File: config.mk
export PLATFORM = sky130hd
export DESIGN_NAME = ram_read_cache
export DESIGN_NICKNAME = d
export VERILOG_FILES = /design/src/rtl/ram_read_cache.sv
export SDC_FILE = /design/constraint.sdc
export NUM_CORES = 2
export LEC_CHECK = 0
export ABC_AREA = 1
export ABC_CLOCK_PERIOD_IN_PS = 24700
export CORE_ASPECT_RATIO = 0.9
export CORE_UTILIZATION = 55
export DETAILED_ROUTE_END_ITERATION = 8
export HOLD_SLACK_MARGIN = 0.06
export MAX_ROUTING_LAYER = met4
export PLACE_DENSITY = 0.74
export SYNTH_ARGS = -nofsm -noshare
export SYNTH_HDL_FRONTEND = slang
export SYNTH_SLANG_ARGS = --single-unit
File: constraint.sdc
create_clock -name clk -period 24.7 [get_ports clk]
set_clock_uncertainty 0.1 [all_clocks]
set_input_delay 2.47 -clock clk [delete_from_list [all_inputs] [get_ports clk]]
set_output_delay 2.47 -clock clk [all_outputs]
set_load 0.02 [all_outputs]
File: src/rtl/ram_read_cache.sv
// Direct-mapped read cache in front of the DDR3 MIG app port. Hits answer in one cycle;
// each miss issues one line-aligned burst read and fills one line.
module ram_read_cache #(
  parameter int unsigned ADDR_W      = 27,
  parameter int unsigned WORD_W      = 16,
  parameter int unsigned DATA_W      = 64,
  parameter int unsigned BURST_BEATS = 2,
  parameter int unsigned LINES       = 4
) (
  input  logic              clk,
  input  logic              reset,
  input  logic              req_valid,
  input  logic [ADDR_W-1:0] req_addr,
  output logic              req_ready,
  output logic              rsp_valid,
  output logic [WORD_W-1:0] rsp_data,
  input  logic              flush,
  output logic [ADDR_W-1:0] ram_address,
  output logic [2:0]        ram_cmd,
  output logic              ram_en,
  input  logic              ram_rdy,
  input  logic              ram_rd_valid,
  input  logic              ram_rd_data_end,
  input  logic [DATA_W-1:0] ram_rd_data,
  output logic [31:0]       hit_count,
  output logic [31:0]       miss_count,
  output logic              burst_err
);

  localparam int unsigned LINE_W   = BURST_BEATS * DATA_W;
  localparam int unsigned WPL      = LINE_W / WORD_W;
  localparam int unsigned OFF_W    = $clog2(WPL);
  localparam int unsigned IDX_BITS = $clog2(LINES);
  // Keep a legal vector width when there is a single line.
  localparam int unsigned IDX_W    = (IDX_BITS > 0) ? IDX_BITS : 1;
  localparam int unsigned TAG_W    = ADDR_W - OFF_W - IDX_BITS;
  localparam int unsigned BEAT_W   = $clog2(BURST_BEATS + 1);

  typedef enum logic [1:0] {StIdle, StCmd, StFill, StResp} state_e;

  state_e             state_q, state_d;
  logic [ADDR_W-1:0]  addr_q, addr_d;
  logic [BEAT_W-1:0]  beat_q, beat_d;
  logic [LINES-1:0]   valid_q, valid_d;
  logic [TAG_W-1:0]   tag_q [LINES];
  logic [TAG_W-1:0]   tag_d [LINES];
  logic [LINE_W-1:0]  data_q [LINES];
  logic [LINE_W-1:0]  data_d [LINES];
  logic               rsp_valid_q, rsp_valid_d;
  logic [WORD_W-1:0]  rsp_data_q, rsp_data_d;
  logic [31:0]        hit_q, hit_d, miss_q, miss_d;
  logic               err_q, err_d;
  logic               flush_pend_q, flush_pend_d;

  logic [IDX_W-1:0]   req_idx, fill_idx;
  logic               req_hit, last_beat;
  logic [LINE_W-1:0]  fill_line;

  function automatic logic [IDX_W-1:0] idx_of(input logic [ADDR_W-1:0] a);
    if (IDX_BITS == 0) return '0;
    return a[OFF_W +: IDX_W];
  endfunction

  function automatic logic [TAG_W-1:0] tag_of(input logic [ADDR_W-1:0] a);
    return a[ADDR_W-1 -: TAG_W];
  endfunction

  function automatic logic [WORD_W-1:0] word_of(input logic [LINE_W-1:0] line,
                                                input logic [ADDR_W-1:0] a);
    return line[int'(a[OFF_W-1:0]) * WORD_W +: WORD_W];
  endfunction

  assign req_ready   = (state_q == StIdle) && !flush;
  assign ram_en      = (state_q == StCmd);
  assign ram_cmd     = ram_en ? 3'b001 : 3'b000;
  assign ram_address = ram_en ? {addr_q[ADDR_W-1:OFF_W], OFF_W'(0)} : '0;
  assign rsp_valid   = rsp_valid_q;
  assign rsp_data    = rsp_data_q;
  assign hit_count   = hit_q;
  assign miss_count  = miss_q;
  assign burst_err   = err_q;

  // Lookup, line fill assembly and next-state for the FSM and all bookkeeping.
  always_comb begin
    state_d      = state_q;
    addr_d       = addr_q;
    beat_d       = beat_q;
    valid_d      = valid_q;
    tag_d        = tag_q;
    data_d       = data_q;
    rsp_valid_d  = 1'b0;
    rsp_data_d   = rsp_data_q;
    hit_d        = hit_q;
    miss_d       = miss_q;
    err_d        = err_q;
    flush_pend_d = flush_pend_q;

    req_idx   = idx_of(req_addr);
    req_hit   = valid_q[req_idx] && (tag_q[req_idx] == tag_of(req_addr));
    fill_idx  = idx_of(addr_q);
    last_beat = (beat_q == BEAT_W'(BURST_BEATS - 1));
    // First-arriving beat lands in the most significant slot of the line.
    fill_line = data_q[fill_idx];
    fill_line[(BURST_BEATS - 1 - int'(beat_q)) * DATA_W +: DATA_W] = ram_rd_data;

    if (flush && (state_q == StCmd || state_q == StFill)) flush_pend_d = 1'b1;

    unique case (state_q)
      StIdle: begin
        if (flush) begin
          valid_d = '0;
        end else if (req_valid) begin
          if (req_hit) begin
            rsp_valid_d = 1'b1;
            rsp_data_d  = word_of(data_q[req_idx], req_addr);
            if (hit_q != 32'hFFFF_FFFF) hit_d = hit_q + 32'd1;
          end else begin
            addr_d  = req_addr;
            beat_d  = '0;
            state_d = StCmd;
            if (miss_q != 32'hFFFF_FFFF) miss_d = miss_q + 32'd1;
          end
        end
      end
      StCmd: begin
        if (ram_rdy) state_d = StFill;
      end
      StFill: begin
        if (ram_rd_valid) begin
          data_d[fill_idx] = fill_line;
          beat_d           = beat_q + BEAT_W'(1);
          if (ram_rd_data_end != last_beat) err_d = 1'b1;
          if (last_beat) begin
            valid_d[fill_idx] = 1'b1;
            tag_d[fill_idx]   = tag_of(addr_q);
            rsp_valid_d       = 1'b1;
            rsp_data_d        = word_of(fill_line, addr_q);
            state_d           = StResp;
          end
        end
      end
      StResp: begin
        state_d      = StIdle;
        flush_pend_d = 1'b0;
        if (flush_pend_q || flush) valid_d = '0;
      end
      default: state_d = StIdle;
    endcase
  end

  // State and storage registers; reset abandons any in-flight command or fill.
  always_ff @(posedge clk or posedge reset) begin
    if (reset) begin
      state_q      <= StIdle;
      addr_q       <= '0;
      beat_q       <= '0;
      valid_q      <= '0;
      tag_q        <= '{default: '0};
      data_q       <= '{default: '0};
      rsp_valid_q  <= 1'b0;
      rsp_data_q   <= '0;
      hit_q        <= '0;
      miss_q       <= '0;
      err_q        <= 1'b0;
      flush_pend_q <= 1'b0;
    end else begin
      state_q      <= state_d;
      addr_q       <= addr_d;
      beat_q       <= beat_d;
      valid_q      <= valid_d;
      tag_q        <= tag_d;
      data_q       <= data_d;
      rsp_valid_q  <= rsp_valid_d;
      rsp_data_q   <= rsp_data_d;
      hit_q        <= hit_d;
      miss_q       <= miss_d;
      err_q        <= err_d;
      flush_pend_q <= flush_pend_d;
    end
  end

endmodule

==> run metrics <==
vias in the first global route between 30000 and 40000; Syn Area/Cell around 7.0 µm²; first-pass GRT wire length ~230000 µm; met2 WL just over 60000 µm; critical-path cell list clkdlybuf4s50_1 -> nor2_1 -> clkdlybuf4s50_1; initial DRC count slightly below 6000; synthesis-stage register bit count approximately 720; clock share of power 0.233; Sequential Power Share 0.355; Setup WS pre-CTS 18260 ps; min-delay worst type register to register; overall power about 0.0051 W; Max clock buf depth 3; RePlAce Congestion ~0.94; Max Cap Viol 0; crit start category input port; row count 93; slew margin rel. 0.223; Final #Nets about 5800; Peak VDD IR 0.110 mV; DRT met1 WL roughly 57000 µm; PD cells between 100 and 150 mW/mm²; critical path fanouts, max 5; # clock sinks ~700; CP bufs+invs 2; via density per instance 6.11; post-route ant nets 0; EDFF count, synth 0; most used cell, CP clkdlybuf4s50_1; RSZ-0062 raised after global routing no; Setup TNS Final 0 ps; Num CTS Buffers a little under 80; final setup vio count 0; DRT Pass-1 Iters 8; gr ovfl total 0; register area share after synthesis 0.448; worst endpoint required time around 22000 ps; via count ~41000; Post-Syn Area between 0.04 and 0.05 mm²; crit path kind input port to output port; initial antenna violation count 7; Least-Margin Pin Slew 1170 ps; fraction of registers with async set or reset after synthesis 1.00; yosys warns 0; Fin. Hold Viols 0; Starting Density 0.558; Synth-to-Final Area Change 11.9%; CTS tree built; setup ws final 18250 ps; # hold bufs at CTS 0; worst skew pair latency 640 ps; CP top delay family buffers and inverters; Critical Path End Type output port; P_leak 21.7 nW; final wirelength 147000 µm; synth unique cells 37; Max stage delay on crit path roughly 660 ps; postcts setup bufs 0; Synth Instances 5762; min cycle time layout ~6500 ps; PortBufs just over 200; Worst-path clk slew around 50 ps; die area 0.0741 mm²; slowest cell on the critical path clkdlybuf4s50_1; GRT Total Usage 0.404; post-layout util 0.625; Logic pwr share 0.413; Cell Int Power 0.00280 W; Worst EP arrival between 3000 and 4000 ps; status complete, no violations; Die Ht 258 µm; Avg WL per Cell roughly 22 µm; f_max about 150 MHz; Final HPWL DP 86200 µm; H-tree depth 3; layout cells sized above 1 0.0385; Top Ports about 210; DRC viols 0; Net Sw Frac 0.449; clk root buf clkbuf_16; largest net degree at the start of global routing 205; crit share post-route 0.261; Final Max Tran Viols 0; WL met3 ~22000 µm; post-CTS sizing 0; core area 0.0719 mm²; sw power roughly 0.0023 W; Most used DFF post-synth dfrtp_1; DR top layer met4; chip width about 290 µm
## cell families after synthesis
kind of cell             after synthesis  synth area share
other                                  1         0.0000934
buffers and inverters                895            0.0874
adder cells (fa/ha/maj)               10           0.00312
AND/OR/NAND/NOR                     2860             0.288
flip-flops                           718             0.448
AO/OA/AOI/OAI                       1227             0.162
XOR/XNOR                              51            0.0111
## through the flow
stage               instances  hold WS (ps)  area [µm²]
global route             6744           404       44900
CTS                      6738           388       44900
finish                   6744           388       44900
detailed placement       6598           365       42400
floorplan                5766           353       40200
global placement         6598           366       42400
## sequential cells by signal, summed over array words and instances (netlist names)
| register | flops |
|---|---|
| addr_q | 27 |
| beat_q | 2 |
| burst_err | 1 |
| data_q | 512 |
| flush_pend_q | 1 |
| hit_count | 32 |
| miss_count | 32 |
| rsp_data | 16 |
| rsp_valid | 1 |
| state_q | 2 |
| tag_q | 88 |
| valid_q | 4 |
## worst paths after layout
check                                      start                      end  slack [ps]  depth (start not counted)
max                                        flush                req_ready       18250                          3
min                        tag_q[41]$_DFFE_PP0P_    tag_q[41]$_DFFE_PP0P_         390                          2
max reg2reg                addr_q[3]$_DFFE_PP0P_  rsp_data[8]$_DFFE_PP0P_       20090                         15
min reg2reg                tag_q[41]$_DFFE_PP0P_    tag_q[41]$_DFFE_PP0P_         390                          2
max in group asynchronous                  reset  data_q[289]$_DFFE_PP0P_       19880                          4
min in group asynchronous                  reset    tag_q[18]$_DFFE_PP0P_        2210                          2
## power by group through the flow
stage | clock (W) | sequential (W) | combinational (W)
3_5_place_dp | 0 | 0.00181 | 0.00200
5_1_grt | 0.00123 | 0.00184 | 0.00225
2_1_floorplan | 0 | 0.00175 | 0.00133
4_1_cts | 0.00119 | 0.00179 | 0.00201
6_report | 0.00118 | 0.00180 | 0.00210
3_3_place_gp | 0 | 0.00180 | 0.00197
## metal layers
layer,vias up,global-route usage
li1,18600,-
met1,19100,0.543
met2,2940,0.576
met3,541,0.111
met4,0,0.162
met5,-,-
## worst reg2reg max path, delay by kind of cell, from the launching register on
kind	cells	cell delay, ps
AND/OR/NAND/NOR	12	2030
flip-flops	1	680
buffers and inverters	2	1500
AO/OA/AOI/OAI	1	240
## cells in the final DEF, fill, tap and decap left out, types with 2 or more instances in the layout
cell / count
o22ai_1: 135
o211ai_1: 25
o21ai_1: 21
clkinv_1: 2
nand3_1: 356
a21oi_1: 185
inv_8: 2
buf_4: 56
nor3_1: 27
o221ai_1: 34
clkbuf_8: 15
nand4_1: 105
xor2_1: 43
nand2_2: 5
nor4_1: 12
inv_6: 6
conb_1: 5
inv_1: 492
clkbuf_1: 21
clkdlybuf4s50_1: 203
diode_2: 6
nand2_1: 2125
clkbuf_16: 79
xnor2_1: 8
inv_2: 13
nor2_2: 5
o21ai_0: 823
nor2_1: 208
bufinv_16: 4
nor2_4: 7
nand3b_1: 3
buf_12: 4
clkinv_2: 16
ha_1: 10
dfrtp_1: 717
clkinvlp_4: 2
and2_1: 2
## cell usage after synthesis, types with 10 or more instances
| cell type | number | share of area |
|---|---|---|
| nand3_1 | 356 | 0.044 |
| clkbuf_1 | 267 | 0.025 |
| o211ai_1 | 25 | 0.0047 |
| ha_1 | 10 | 0.0031 |
| buf_1 | 42 | 0.0039 |
| a21oi_1 | 185 | 0.023 |
| nand4_1 | 105 | 0.016 |
| inv_1 | 501 | 0.047 |
| nand2_1 | 2129 | 0.20 |
| o22ai_1 | 135 | 0.021 |
| nor4_1 | 12 | 0.0019 |
| o21ai_1 | 21 | 0.0026 |
| buf_4 | 12 | 0.0022 |
| o221ai_1 | 34 | 0.0074 |
| xor2_1 | 43 | 0.0094 |
| nor2_1 | 215 | 0.020 |
| nor3_1 | 27 | 0.0034 |
| buf_2 | 58 | 0.0072 |
| o21ai_0 | 823 | 0.10 |
| dfrtp_1 | 718 | 0.45 |
## layout make-up
cell class | instances | area [µm²]
timing repair buffer | 265 | 2550
sequential | 718 | 18000
inverter | 512 | 1940
clock inverter | 25 | 249
antenna | 6 | 15.0
clock buffer | 115 | 2260
fill | 6534 | 27000
tap | 950 | 1190
multi-input combinational | 4153 | 18800
Power figures use the tool's default switching activity.
